[src/rtl/wb_traffic_gen.sv]
// Wishbone classic traffic generator. Runs LFSR-addressed write/readback (or
// read-only) transactions against one slave window and tallies pass/fail/timeout.
module wb_traffic_gen #(
    parameter int          DATA_WIDTH  = 32,
    parameter int          ADDR_WIDTH  = 16,
    parameter int          OFFSET_BITS = 12,
    parameter int          NUM_TXN     = 100,
    parameter int          TIMEOUT     = 15,
    parameter logic [31:0] SEED        = 32'h1
) (
    input  logic                                clk_i,
    input  logic                                rst_i,
    input  logic                                start_i,
    input  logic                                mode_i,
    input  logic [ADDR_WIDTH-OFFSET_BITS-1:0]   win_i,
    input  logic [DATA_WIDTH-1:0]               exp_i,
    output logic [ADDR_WIDTH-1:0]               adr_o,
    output logic [DATA_WIDTH-1:0]               dat_o,
    output logic                                we_o,
    output logic                                cyc_o,
    output logic                                stb_o,
    input  logic [DATA_WIDTH-1:0]               dat_i,
    input  logic                                ack_i,
    input  logic                                err_i,
    output logic                                busy_o,
    output logic                                done_o,
    output logic [$clog2(NUM_TXN+1)-1:0]        pass_cnt_o,
    output logic [$clog2(NUM_TXN+1)-1:0]        fail_cnt_o,
    output logic [$clog2(NUM_TXN+1)-1:0]        tmo_cnt_o
);

    localparam int          WIN_W     = ADDR_WIDTH - OFFSET_BITS;
    localparam int          CNT_W     = $clog2(NUM_TXN + 1);
    localparam int          WAIT_W    = $clog2(TIMEOUT + 1);
    localparam logic [31:0] LFSR_INIT = (SEED == 32'd0) ? 32'h1 : SEED;
    localparam logic [31:0] LFSR_TAPS = 32'h8020_0003;
    localparam logic [CNT_W-1:0]  CNT_MAX   = CNT_W'(NUM_TXN);
    localparam logic [CNT_W-1:0]  LAST_IDX  = CNT_W'(NUM_TXN - 1);
    localparam logic [WAIT_W-1:0] WAIT_LAST = WAIT_W'(TIMEOUT - 1);

    // S_TURN is the one idle bus cycle between a write and its readback.
    typedef enum logic [2:0] {
        S_IDLE, S_WRITE, S_TURN, S_READ, S_CHECK, S_DONE
    } state_t;

    state_t                  r_state;
    state_t                  w_next_state;
    logic                    r_mode;
    logic [WIN_W-1:0]        r_win;
    logic [DATA_WIDTH-1:0]   r_exp;
    logic [31:0]             r_addr_lfsr;
    logic [31:0]             r_data_lfsr;
    logic [WAIT_W-1:0]       r_wait;
    logic [CNT_W-1:0]        r_txn_idx;
    logic [DATA_WIDTH-1:0]   r_rd_data;
    logic                    r_err;
    logic                    r_tmo;
    logic [CNT_W-1:0]        r_pass;
    logic [CNT_W-1:0]        r_fail;
    logic [CNT_W-1:0]        r_tmo_cnt;

    logic                    w_in_access;
    logic                    w_timeout;
    logic [OFFSET_BITS-1:0]  w_offset;
    logic [ADDR_WIDTH-1:0]   w_adr;
    logic [DATA_WIDTH-1:0]   w_wr_data;
    logic [DATA_WIDTH-1:0]   w_ref;

    function automatic logic [31:0] lfsr_next(input logic [31:0] s);
        return s[0] ? ((s >> 1) ^ LFSR_TAPS) : (s >> 1);
    endfunction

    function automatic logic [CNT_W-1:0] sat_inc(input logic [CNT_W-1:0] c);
        return (c == CNT_MAX) ? c : c + CNT_W'(1);
    endfunction

    assign w_in_access = (r_state == S_WRITE) || (r_state == S_READ);
    assign w_timeout   = (r_wait == WAIT_LAST) && !ack_i && !err_i;
    assign w_offset    = OFFSET_BITS'(r_addr_lfsr);
    assign w_adr       = {r_win, w_offset};
    assign w_wr_data   = DATA_WIDTH'(r_data_lfsr);
    assign w_ref       = r_mode ? r_exp : w_wr_data;

    always_ff @(posedge clk_i) begin
        if (rst_i) r_state <= S_IDLE;
        else       r_state <= w_next_state;
    end

    always_comb begin
        // NOTE: default assignment first so no branch can infer a latch.
        w_next_state = r_state;
        case (r_state)
            S_IDLE:  if (start_i) w_next_state = mode_i ? S_READ : S_WRITE;
            S_WRITE: begin
                if (err_i || w_timeout) w_next_state = S_CHECK;
                else if (ack_i)         w_next_state = S_TURN;
            end
            S_TURN:  w_next_state = S_READ;
            S_READ:  if (err_i || ack_i || w_timeout) w_next_state = S_CHECK;
            S_CHECK: begin
                if (r_txn_idx == LAST_IDX) w_next_state = S_DONE;
                else                       w_next_state = r_mode ? S_READ : S_WRITE;
            end
            S_DONE:  w_next_state = S_IDLE;
            default: w_next_state = S_IDLE;
        endcase
    end

    always_comb begin
        cyc_o  = 1'b0;
        stb_o  = 1'b0;
        we_o   = 1'b0;
        adr_o  = '0;
        dat_o  = '0;
        done_o = 1'b0;
        busy_o = (r_state != S_IDLE);
        case (r_state)
            S_WRITE: begin
                cyc_o = 1'b1;
                stb_o = 1'b1;
                we_o  = 1'b1;
                adr_o = w_adr;
                dat_o = w_wr_data;
            end
            S_READ: begin
                cyc_o = 1'b1;
                stb_o = 1'b1;
                adr_o = w_adr;
            end
            S_DONE:  done_o = 1'b1;
            default: ;
        endcase
    end

    // Datapath: error/timeout flags are tallied in CHECK so each transaction
    // bumps exactly one of pass/fail.
    always_ff @(posedge clk_i) begin
        if (rst_i) begin
            r_mode      <= 1'b0;
            r_win       <= '0;
            r_exp       <= '0;
            r_addr_lfsr <= LFSR_INIT;
            r_data_lfsr <= LFSR_INIT;
            r_wait      <= '0;
            r_txn_idx   <= '0;
            r_rd_data   <= '0;
            r_err       <= 1'b0;
            r_tmo       <= 1'b0;
            r_pass      <= '0;
            r_fail      <= '0;
            r_tmo_cnt   <= '0;
        end else begin
            // NOTE: non-blocking everywhere here; every read sees pre-edge state.
            if (w_in_access && (w_next_state == r_state)) r_wait <= r_wait + WAIT_W'(1);
            else                                          r_wait <= '0;

            case (r_state)
                S_IDLE: begin
                    if (start_i) begin
                        r_mode    <= mode_i;
                        r_win     <= win_i;
                        r_exp     <= exp_i;
                        r_txn_idx <= '0;
                        r_err     <= 1'b0;
                        r_tmo     <= 1'b0;
                        r_pass    <= '0;
                        r_fail    <= '0;
                        r_tmo_cnt <= '0;
                    end
                end
                S_WRITE, S_READ: begin
                    if (err_i)                          r_err     <= 1'b1;
                    else if (ack_i && r_state == S_READ) r_rd_data <= dat_i;
                    else if (w_timeout)                 r_tmo     <= 1'b1;
                end
                S_CHECK: begin
                    if (r_tmo) begin
                        r_fail    <= sat_inc(r_fail);
                        r_tmo_cnt <= sat_inc(r_tmo_cnt);
                    end else if (r_err || (r_rd_data != w_ref)) begin
                        r_fail <= sat_inc(r_fail);
                    end else begin
                        r_pass <= sat_inc(r_pass);
                    end
                    r_err       <= 1'b0;
                    r_tmo       <= 1'b0;
                    r_addr_lfsr <= lfsr_next(r_addr_lfsr);
                    r_data_lfsr <= lfsr_next(r_data_lfsr);
                    if (r_txn_idx != LAST_IDX) r_txn_idx <= r_txn_idx + CNT_W'(1);
                end
                default: ;
            endcase
        end
    end

    assign pass_cnt_o = r_pass;
    assign fail_cnt_o = r_fail;
    assign tmo_cnt_o  = r_tmo_cnt;

endmodule

[config.mk]
export PLATFORM = sky130hd
export DESIGN_NAME = wb_traffic_gen
export DESIGN_NICKNAME = d
export VERILOG_FILES = /design/src/rtl/wb_traffic_gen.sv
export SDC_FILE = /design/constraint.sdc
export NUM_CORES = 1
export LEC_CHECK = 0
export CORE_ASPECT_RATIO = 0.9
export CORE_MARGIN = 10
export CORE_UTILIZATION = 56
export DETAILED_ROUTE_END_ITERATION = 8
export PLACE_DENSITY_LB_ADDON = 0.1
export SLEW_MARGIN = 20
export SYNTH_ARGS = -nofsm -noshare
export SYNTH_HDL_FRONTEND = slang
export SYNTH_SLANG_ARGS = --single-unit
export TNS_END_PERCENT = 50
[constraint.sdc]
create_clock -name clk_i -period 4.9 [get_ports clk_i]
set_clock_uncertainty 0.05 [all_clocks]
set_input_delay 0.98 -clock clk_i [delete_from_list [all_inputs] [get_ports clk_i]]
set_output_delay 0.98 -clock clk_i [all_outputs]
set_load 0.005 [all_outputs]
# Yosys cells after proc, flatten, opt, wreduce, memory -nomap -nowiden
# Cells that the tools add are included.
# word_totals
register_bits	170
inputBits	74
out_inout_bits	74
wordCells	110
# op_classes
addsub	5
n_eq_ne	25
muxes	37
n_bitwise	4
n_reduce_logical	25
# ops
op	count
$mux W32	4
$mux W7	10
$pmux W7 S2	4
$ne A32 B32 Y1	1
$add A7 B1 Y7 const B	4
$eq A7 B7 Y1 const B	4
$ne A2 B2 Y1 const B	9
$mux W16	1
$mux W3	5
$pmux W3 S5	1
$reduce_and A3 Y1	4
$reduce_and A5 Y1	2
$mux W1	8
$not A3 Y4	2
$ne A7 B7 Y1 const B	1
$eq A3 B2 Y1 const B	2
$eq A3 B3 Y1 const B	2
$pmux W1 S3	2
$reduce_bool A3 Y1	2
$logic_or A1 B1 Y1	5
$add A4 B1 Y4 const B	1
$eq A4 B4 Y1 const B	1
$logic_and A1 B1 Y1	4
$mux W2	2
other kinds (11)	15

# Logic depth before layout (Yosys ltp)
# logic_depth
ltp_word	10
ltp_mapped	9
depth_no_buf	9

# Worst setup path after synthesis
# OpenSTA, ideal clock, no wires.
# synth_path
path_kind	reg-to-reg
start	reg r_mode
end	reg r_fail[1] (netlist: fail_cnt_o[1])
t_arrival_ns	2.291
t_required_ns	4.790
path_slack_ns	2.499
stages_incl_launch_ff	9
path_buffers	2
period_less_slack_ns	2.401
cell_sequence	dfxtp_1 > buf_6 > buf_6 > mux2i_1 > o221ai_1 > or3_1 > or4_4 > a2111oi_2 > a41o_1
# synth_via
elab_chain_len	5
# synth_lines
element	line_no	text
from (decl)	48	logic r_mode;
from (signal assigned)	160	r_mode <= mode_i;
$mux W32	82	assign w_ref = r_mode ? r_exp : w_wr_data;
$ne A32 B32 Y1	180	end else if (r_err || (r_rd_data != w_ref)) begin
$logic_or A1 B1 Y1	180	
$ne A3 B3 Y1 (no source line)	--	
$reduce_and A3 Y1 (no source line)	--	
to (signal assigned)	178	r_fail <= sat_inc(r_fail);
to (signal assigned)	181	r_fail <= sat_inc(r_fail);
to (decl)	59	logic [CNT_W-1:0] r_fail;
# No other way between the ends.
# A chain may end at the register's enable or synchronous reset.

# Worst setup path in the final report
# layout_path
start	reg r_state[2]
end	out dat_o[1]
# layout_via
elab_chain_len	2
# layout_lines
element	line_no	text
from (decl)	46	state_t r_state;
from (signal assigned)	86	else r_state <= w_next_state;
$eq A3 B1 Y1	117	case (r_state)
$mux W32	117	
to (decl)	18	output logic [DATA_WIDTH-1:0] dat_o,
# No other way between the ends.

==> results.json <==
{
  "grt_max_degree": 82,
  "cts.clk_slew.worst_paths_ns": 0.06,
  "postRouteAntennaNets": 0,
  "crit_arrival_ns": 2.59,
  "num_io_pins": 148,
  "max_cap_viol_count": 0,
  "fp.dieW_um": 143,
  "synth_cells": 965,
  "critical_path_cell_count": 5,
  "nFillCells": 1037,
  "cts_buffers": 17,
  "maxSlewHeadroom": 0.403,
  "dpl.hpwl_um": 14400,
  "synth.top_cell.area_share": 0.447,
  "crit_start": "r_state[2]$_SDFF_PP0_",
  "synth_area_leader_cell": "dfxtp_1",
  "cp.required_ns": 3.87,
  "fin_crit_sh": 0.738,
  "numClockSinks": 170,
  "worstSetupPathType": "reg2out",
  "routedWlPerCell_um": 17.1,
  "critPathCaptureType": "primary output",
  "p_per_area_nw_per_um2": 331,
  "dr.pass1.iters": 4,
  "ys_seq_elements": 170,
  "period_minus_slack_ns": 3.62,
  "crit_end": "dat_o[1]",
  "finalWirelength_um": 21600,
  "ctsHoldBuffers": 0,
  "r2r_slack_ns": 1.65,
  "synth_area_leaders": "dfxtp_1 (45%), nand2_1 (14%), a21oi_1 (9.3%)",
  "cts_buffer_depth": 2,
  "hp-class": "reg2reg",
  "antenna_found_initial": 0,
  "grt_usage": 0.227,
  "dieArea_um2": 18700,
  "netlist_area_um2": 7610,
  "yosysSeqAreaShare": 0.447,
  "setup_viol": 0,
  "drc": 0,
  "grt_pass1_wl_um": 34000,
  "cp-start-kind": "flop",
  "drive_above_1_share": 0.0532,
  "gp_congestion": 0.849,
  "ys_async_sr_fraction": 0,
  "io_buffers": 147,
  "path_buf_inv": 2,
  "rsz0062_at_grt": "no",
  "synth_edf_count": 0,
  "initialDrtViolationCount": 629,
  "hold_violations": 0,
  "syn2layout_area_growth_pct": 27.9,
  "grt_pass1_vias": 6616,
  "insertion_delay_ns": 0.42,
  "n_antenna_cell": 0,
  "reg2reg_to": "pass_cnt_o[6]$_SDFFE_PP0P_",
  "max_freq_mhz": 277,
  "status": "completed",
  "layout.nets": 1161,
  "row_count": 40,
  "syn_avg_cell_area_um2": 7.89,
  "gr-total-overflow": 0,
  "p_leak_nw": 3.32,
  "viasPerCell": 5.56,
  "maxSlewViolCount": 0,
  "root_buffer": "clkbuf_16",
  "core_area_um2": 13300,
  "tns_ns": 0,
  "post_cts_buffers": 0,
  "syn_nets": 1048,
  "netlist-cell-type-count": 54,
  "r2r_cells": 8,
  "via_count": 6996,
  "start_util": 0.572,
  "htree_levels": 4,
  "final_cells": 1259,
  "postCtsResizedCells": 0,
  "crit_slowest_cell": "clkdlybuf4s50_1",
  "cts_tree": "built",
  "max_slew.worst_pin.slew_ns": 0.896,
  "cpPeakStageDelay_ns": 0.51,
  "path_delay_family": "simple AND/OR/NAND/NOR gates",
  "die_h_um": 131,
  "crit_path_cell_trace": "nand2b_1, nor2_2, buf_4, and2_1, clkdlybuf4s50_1",
  "synth_ff_type": "dfxtp_1",
  "yosysWarnings": 0,
  "r2r-start": "r_mode$_SDFFE_PP0P_",
  "cp_max_fo": 21,
  "dpl.cell_count": 1227,
  "peakVddDrop_mv": 0.261
}
through the flow:
stage / hold slack (ns) / utilization / total power, mW / setup slack, ns / cell area [um2]
6_report: 0.398 / 0.732 / 3.23 / 1.28 / 9740
2_1_floorplan: 0.380 / - / 1.67 / 2.50 / 7610
3_5_place_dp: 0.393 / 0.684 / 1.81 / 1.55 / 9110
4_1_cts: 0.400 / 0.732 / 3.24 / 1.28 / 9740
5_1_grt: 0.423 / 0.732 / 3.32 / 1.14 / 9740
3_3_place_gp: 0.387 / 0.684 / 1.81 / 1.60 / 9110
flip-flops by register name, summed over array words and instances, names as in the netlist:
signal	count
r_addr_lfsr	32
r_data_lfsr	32
r_exp	32
r_rd_data	32
fail_cnt_o	7
pass_cnt_o	7
r_txn_idx	7
tmo_cnt_o	7
r_wait	4
r_win	4
r_state	3
r_err	1
r_mode	1
r_tmo	1
cells in the final DEF (no fill, tap or decap), types with 4 or more instances in the layout:
cell type	synthesis	layout
a31oi_1	9	9
clkdlybuf4s50_1	0	146
inv_1	11	11
dfxtp_1	170	169
and3_1	4	4
ha_1	9	9
o21ai_0	9	9
a211oi_1	4	4
o2bb2ai_1	4	4
nor4_1	8	8
bufinv_16	0	4
nand2_1	286	284
a41oi_1	4	4
buf_4	2	11
or3_1	7	7
o211ai_1	4	4
nand3_1	23	23
nor3_1	10	9
clkbuf_16	0	17
and2_1	49	48
xnor2_1	30	30
nor2_1	37	36
a21oi_1	141	141
xor2_1	9	9
mux2i_1	33	33
cells in the mapped netlist (2+ instances only):
cell       count
nand2b_1       2
nand3_1       23
o21a_1         2
o21ai_0        9
clkbuf_1      49
and3_1         4
or3_1          7
o2bb2ai_1      4
a21oi_1      141
buf_1          8
o211ai_1       4
xnor2_1       30
nor2_1        37
a31oi_1        9
nand2_1      286
and2_1        49
or4_1          2
a41oi_1        4
buf_4          2
buf_6          3
nand4_1        3
nor4_1         8
o41ai_1        2
ha_1           9
and4_1         3
a211oi_1       4
nand4b_1       3
xor2_1         9
dfxtp_1      170
mux2i_1       33
inv_1         11
or2_2          2
nor3_1        10
o211a_1        2
o22ai_1        2
power by group:
group	switching (mW)	internal [mW]	total, mW
clock	0.548	0.893	1.44
sequential	0.0350	1.42	1.45
combinational	0.196	0.140	0.336
total	0.779	2.45	3.23
layout make-up:
type	count	area (um2)	area share
Tap cell	168	210	0.0216
Multi-Input combinational cell	720	3900	0.401
Clock buffer	21	470	0.0483
Sequential cell	170	3400	0.349
Inverter	12	45.0	0.00462
Timing Repair Buffer	157	1540	0.158
Clock inverter	11	166	0.0171
metal layers:
| metal | vias up | track usage | share of wire |
|---|---|---|---|
| li1 | 3467 | - | - |
| met1 | 3262 | 0.296 | 0.45 |
| met2 | 244 | 0.351 | 0.45 |
| met3 | 23 | 0.0740 | 0.084 |
| met4 | 0 | 0.0661 | 0.013 |
| met5 | - | 0 | 0 |
cell families after synthesis:
group,after synthesis,share of synthesized area
compound gates,190,0.141
xor+xnor,39,0.0449
fa+ha+maj,9,0.0148
buf+inv,75,0.0430
flops,170,0.447
mux,34,0.0449
simple gates,448,0.265
tightest hold or removal path: stages, from the launching register on:
cell and delay [ns]:
dfxtp_1 0.31, nand2_1 0.05, a21oi_1 0.05
worst min-delay path by stage:
stage                                 start                           end  cells past startpoint  slack, ns
2_1_floorplan          r_wait[0]$_SDFF_PP0_          r_wait[0]$_SDFF_PP0_                      1       0.38
3_3_place_gp   r_addr_lfsr[27]$_SDFFE_PP0P_  r_addr_lfsr[26]$_SDFFE_PP0P_                      2       0.39
3_5_place_dp   r_addr_lfsr[25]$_SDFFE_PP0P_  r_addr_lfsr[24]$_SDFFE_PP0P_                      2       0.39
4_1_cts        r_addr_lfsr[28]$_SDFFE_PP0P_  r_addr_lfsr[27]$_SDFFE_PP0P_                      2       0.40
5_1_grt              r_exp[17]$_SDFFE_PP0P_        r_exp[17]$_SDFFE_PP0P_                      2       0.42
6_report       r_addr_lfsr[28]$_SDFFE_PP0P_  r_addr_lfsr[27]$_SDFFE_PP0P_                      2       0.40
(Power assumes the default switching activity.)
